--- src/rtl/pipe_hazard_ctrl.sv ---
// Pipeline sequencer: post-reset fetch hold, load-use bubbles, taken-branch flushes,
// memory-busy freezes with a watchdog halt, and a saturating stall-cycle counter.
// Optional define BRANCH_DELAY_SLOT_EN lets the delay-slot instruction in ID proceed on a taken branch.
module pipe_hazard_ctrl #(
  parameter int INIT_CYCLES = 2,
  parameter int MEM_TIMEOUT = 64
) (
  input  logic        clk,
  input  logic        nrst,
  input  logic [4:0]  i_ID_rs,
  input  logic [4:0]  i_ID_rt,
  input  logic        i_ID_useRs,
  input  logic        i_ID_useRt,
  input  logic [4:0]  i_EX_rd,
  input  logic        i_EX_memRead,
  input  logic        i_EX_regWrite,
  input  logic        i_EX_branchTaken,
  input  logic        i_MEM_busy,
  output logic        o_IF_PCWrite,
  output logic        o_IFID_write,
  output logic        o_IDEX_write,
  output logic        o_EXMEM_write,
  output logic        o_IFID_flush,
  output logic        o_IDEX_flush,
  output logic        o_MEMWB_flush,
  output logic        o_halt,
  output logic [15:0] o_stallCount,
  output logic [1:0]  o_dbg_state
);

  localparam int IW = (INIT_CYCLES > 1) ? $clog2(INIT_CYCLES) : 1;
  localparam int WW = ($clog2(MEM_TIMEOUT + 1) > 7) ? $clog2(MEM_TIMEOUT + 1) : 7;

  localparam logic [1:0] S_INIT     = 2'd0;
  localparam logic [1:0] S_RUN      = 2'd1;
  localparam logic [1:0] S_MEM_WAIT = 2'd2;
  localparam logic [1:0] S_HALT     = 2'd3;

`ifdef BRANCH_DELAY_SLOT_EN
  localparam logic BR_IDEX_FLUSH = 1'b0;
`else
  localparam logic BR_IDEX_FLUSH = 1'b1;
`endif

  logic [1:0]    state_q, state_d;
  logic [IW-1:0] init_cnt_q, init_cnt_d;
  logic [WW-1:0] wait_cnt_q, wait_cnt_d, wait_inc;
  logic [15:0]   stall_q, stall_d;
  logic          load_use;
  logic          run_rules;

  assign load_use = i_EX_memRead & i_EX_regWrite & (i_EX_rd != 5'd0) &
                    ((i_ID_useRs & (i_ID_rs == i_EX_rd)) |
                     (i_ID_useRt & (i_ID_rt == i_EX_rd)));
  assign wait_inc = wait_cnt_q + WW'(1);
  // RUN and the exit cycle of MEM_WAIT share the branch / load-use rules.
  assign run_rules = ((state_q == S_RUN) || (state_q == S_MEM_WAIT)) && !i_MEM_busy;

  always_comb begin
    o_IF_PCWrite  = 1'b1;
    o_IFID_write  = 1'b1;
    o_IDEX_write  = 1'b1;
    o_EXMEM_write = 1'b1;
    o_IFID_flush  = 1'b0;
    o_IDEX_flush  = 1'b0;
    o_MEMWB_flush = 1'b0;
    o_halt        = 1'b0;
    state_d       = state_q;
    init_cnt_d    = init_cnt_q;
    wait_cnt_d    = wait_cnt_q;
    case (state_q)
      S_INIT: begin
        o_IF_PCWrite = 1'b0;
        o_IFID_flush = 1'b1;
        o_IDEX_flush = 1'b1;
        if (init_cnt_q == '0) state_d = S_RUN;
        else                  init_cnt_d = init_cnt_q - IW'(1);
      end
      S_RUN: begin
        if (i_MEM_busy) begin
          wait_cnt_d = WW'(1);
          state_d    = S_MEM_WAIT;
        end
      end
      S_MEM_WAIT: begin
        if (i_MEM_busy) begin
          wait_cnt_d = wait_inc;
          // wait_inc counts busy cycles including the current one.
          if (wait_inc == WW'(MEM_TIMEOUT)) state_d = S_HALT;
        end else begin
          wait_cnt_d = '0;
          state_d    = S_RUN;
        end
      end
      S_HALT: begin
        o_halt = 1'b1;
      end
      default: state_d = S_INIT;
    endcase

    if ((state_q == S_HALT) ||
        (((state_q == S_RUN) || (state_q == S_MEM_WAIT)) && i_MEM_busy)) begin
      o_IF_PCWrite  = 1'b0;
      o_IFID_write  = 1'b0;
      o_IDEX_write  = 1'b0;
      o_EXMEM_write = 1'b0;
      o_MEMWB_flush = 1'b1;
    end else if (run_rules) begin
      if (i_EX_branchTaken) begin
        o_IFID_flush = 1'b1;
        o_IDEX_flush = BR_IDEX_FLUSH;
      end else if (load_use) begin
        o_IF_PCWrite = 1'b0;
        o_IFID_write = 1'b0;
        o_IDEX_flush = 1'b1;
      end
    end
  end

  always_comb begin
    stall_d = stall_q;
    if (((state_q == S_RUN) || (state_q == S_MEM_WAIT)) && !o_IF_PCWrite &&
        (stall_q != 16'hFFFF))
      stall_d = stall_q + 16'd1;
  end

  always_ff @(posedge clk or negedge nrst) begin
    if (!nrst) begin
      state_q    <= S_INIT;
      init_cnt_q <= IW'(INIT_CYCLES - 1);
      wait_cnt_q <= '0;
      stall_q    <= '0;
    end else begin
      state_q    <= state_d;
      init_cnt_q <= init_cnt_d;
      wait_cnt_q <= wait_cnt_d;
      stall_q    <= stall_d;
    end
  end

  assign o_stallCount = stall_q;
  assign o_dbg_state  = state_q;

endmodule

--- config.mk ---
export PLATFORM = sky130hd
export DESIGN_NAME = pipe_hazard_ctrl
export DESIGN_NICKNAME = d
export VERILOG_FILES = /design/src/rtl/pipe_hazard_ctrl.sv
export SDC_FILE = /design/constraint.sdc
export NUM_CORES = 1
export LEC_CHECK = 0
export CAP_MARGIN = 20
export CORE_MARGIN = 2
export CORE_UTILIZATION = 45
export CTS_BUF_LIST = sky130_fd_sc_hd__clkbuf_2
export DETAILED_ROUTE_END_ITERATION = 10
export PLACE_DENSITY = 0.77
export SYNTH_ARGS = -nofsm -noshare
export SYNTH_HDL_FRONTEND = slang
export SYNTH_SLANG_ARGS = --single-unit
export TNS_END_PERCENT = 10
--- constraint.sdc ---
create_clock -name clk -period 2.7 [get_ports clk]
set_input_delay 0.405 -clock clk [delete_from_list [all_inputs] [get_ports clk]]
set_output_delay 0.405 -clock clk [all_outputs]
set_load 0.005 [all_outputs]
==> flow_metrics.tcl <==
set metrics [dict create \
    io_buffers 48 \
    r2r_slack_ps 610 \
    yosysTopAreaCellShare_pct 38.05 \
    skew_ps 23.91 \
    endpoint_kind "primary output" \
    maxCapViolations 0 \
    cp.arrival_ps 2180 \
    ctsHoldBuffers 0 \
    yosys.area_share.xor_xnor_pct 15.98 \
    grt_pass1_wl_mm 6.175 \
    status "finished, final reports clean" \
    regToRegEndpoint "o_stallCount[1]$_DFFE_PN0P_" \
    nNetsFinal 258 \
    dp_cells 264 \
    antenna_found_initial 0 \
    start_util_pct 48.13 \
    synth_top_family_by_area "simple AND/OR/NAND/NOR gates" \
    worstMarginPinSlew_ps 492.2 \
    setup_viol 0 \
    path_class "input pin to primary output" \
    first_pass_iters 4 \
    yosys-mux-area-fraction_pct 2.816 \
    final_cells 272 \
    leakage_nw 0.9276 \
    antenna_left 0 \
    synth_fa_ha_area_share_pct 6.088 \
    hp-class "input pin to async pin" \
    cts.path.max_buffers 2 \
    cts_sinks 26 \
    drive_gt1_share_pct 9.292 \
    cts_root_buf "clkbuf_2" \
    max_slew_margin_pct 67.12 \
    dp.final_hpwl_mm 2.888 \
    worstPathMaxFanout 3 \
    htreeDepth 1 \
    cts_buffers 3 \
    drtIter0Drc 79 \
    ys_types 36 \
    netlist_area_sq_mm 0.001644 \
    synthTopCellsByArea "dfrtp_1 38%, xnor2_1 15%, ha_1 6.1%, nand3_1 4.9%, nand4_1 3.8%" \
    synth_warnings 0 \
    wl_per_cell_um 14.22 \
    worst_hold_slack_ps 343.4 \
    pin_count 49 \
    synth_compound_area_share_pct 9.589 \
    num_rows 21 \
    fp.dieW_um 64.45 \
    core_area_sq_mm 0.003416 \
    die_h_um 64.45 \
    synth-main-ff-cell "dfrtp_1" \
    powerDensity_mw_per_mm2 775.3 \
    finalCoreUtilization_pct 66.12 \
    mostFrequentLayoutCell "clkdlybuf4s50_1" \
    grt_max_degree 27 \
    grt-ovfl-total 0 \
    period_minus_slack_ps 2587 \
    via_per_inst 5.360 \
    insertedDiodeCount 0 \
    synth_nets 205 \
    grt_pass1_vias 1414 \
    reg2regPathDepth 8 \
    crit_path_start "i_EX_rd[2]" \
    syn2layout_area_growth_pct 37.37 \
    ys_seq_elements 26 \
    synth_largest_area_cell "dfrtp_1" \
    synth-edff-count 0 \
    vias 1458 \
    yosys.area_share.simple_pct 21.31 \
    seq_area_frac_synth_pct 39.65 \
    cts_tree "built" \
    clk_latency_ps 370 \
    async_flop_share_pct 100.0 \
    routed_wirelength_mm 3.869 \
    period_share_pct 95.83 \
    peakVddDrop_uv 556.0 \
    startpoint_type "input pin" \
    hold_viol 0 \
    synth.avg_cell_area_sq_um 9.449 \
    slew_violations 0 \
    drc 0 \
    fill_cells 268 \
    layout_common_cells "47 x clkdlybuf4s50_1, 28 x xnor2_1, 25 x dfrtp_1, 16 x nand3_1, 15 x nand2_1" \
    cts.clk_slew.worst_paths_ps 260 \
    fmax_ghz 0.3865 \
    r2r-start "o_dbg_state[1]$_DFFE_PN0P_" \
    synth_cells 174 \
    place_congestion 0.7793 \
    crit_required_ps 2300 \
    die_area_sq_mm 0.004153 \
    grt_use_total_pct 18.87 \
]
## metrics by stage
stage                     setup TNS, ps  worst slack (ps)  instance area [sq um]  power (mW)
final                                 0             112.5                   2258       1.751
after global routing             -42.51            -23.54                   2258       1.865
after floorplan                       0             803.6                   1644       1.046
after global placement                0             159.5                   2156       1.401
after CTS                             0             17.68                   2218       1.710
after detailed placement              0             83.74                   2156       1.432
## cells by family after synthesis
kind of cell | after synthesis
DFF | 26
adders and majority gates | 8
and+or+nand+nor | 69
xor gates and xnor gates | 30
muxes | 4
AOI/OAI and AO/OA | 23
buffers and inverters | 14
## layer usage
layer	wire length, um	global-route usage, %
met1	1604	22.67
met2	2141	33.59
met3	90	3.993
met4	33	6.117
met5	0	0
## registers in the layout (all words and copies together), names as in the netlist
name and flops:
init_cnt_q 1, o_dbg_state 2, o_stallCount 16, wait_cnt_q 7
## worst max-delay path by stage
stage          slack [ps]                     endpoint  depth (start not counted)
4_1_cts                20                 o_IDEX_flush                          7
3_3_place_gp          160                 o_IDEX_flush                          7
5_1_grt               -20                 o_IFID_write                          8
3_5_place_dp           80                 o_IF_PCWrite                          8
2_1_floorplan         800  o_stallCount[1]$_DFFE_PN0P_                          6
6_report              110                 o_IF_PCWrite                          8
## final cells by class
class / instances / area, sq um / share of cell area (%)
Tap cell: 46 / 57.56 / 2.548
Timing Repair Buffer: 55 / 535.5 / 23.71
Sequential cell: 26 / 651.9 / 28.86
Multi-Input combinational cell: 134 / 942.2 / 41.72
Inverter: 7 / 26.28 / 1.163
Clock buffer: 3 / 15.01 / 0.6648
Clock inverter: 1 / 30.03 / 1.330
## critical path, cell delays in order
cell             delay, ps
clkdlybuf4s50_1        550
xnor2_1                160
nand4_1                140
o22ai_2                220
nand2_1                110
nor2_2                 110
nor3_1                  50
clkdlybuf4s50_1        440
## power by group
group / total [mW] / leakage (nW) / switching [mW] / internal, mW
Combinational: 0.941 / 0.560 / 0.404 / 0.537
Sequential: 0.561 / 0.341 / 0.0967 / 0.464
Clock: 0.249 / 0.0266 / 0.121 / 0.127
Total: 1.75 / 0.928 / 0.622 / 1.13
## synthesized netlist by cell type (3+ instances only)
cell and n:
buf_2 3, o21ai_0 6, o211ai_1 3, nand3_1 16, xnor2_1 28, ha_1 8, nand4_1 10, nor3_1 3
inv_1 7, nor2_1 9, a21oi_1 4, nand2_1 15, dfrtp_1 25, and3_1 8, buf_4 3
## what timing repair did
action,CTS,global route
buffers inserted,2,2
gates resized for setup,1,6
pin swaps,0,0
endpoints found under the setup margin,3,3
(Power assumes the default switching activity.)
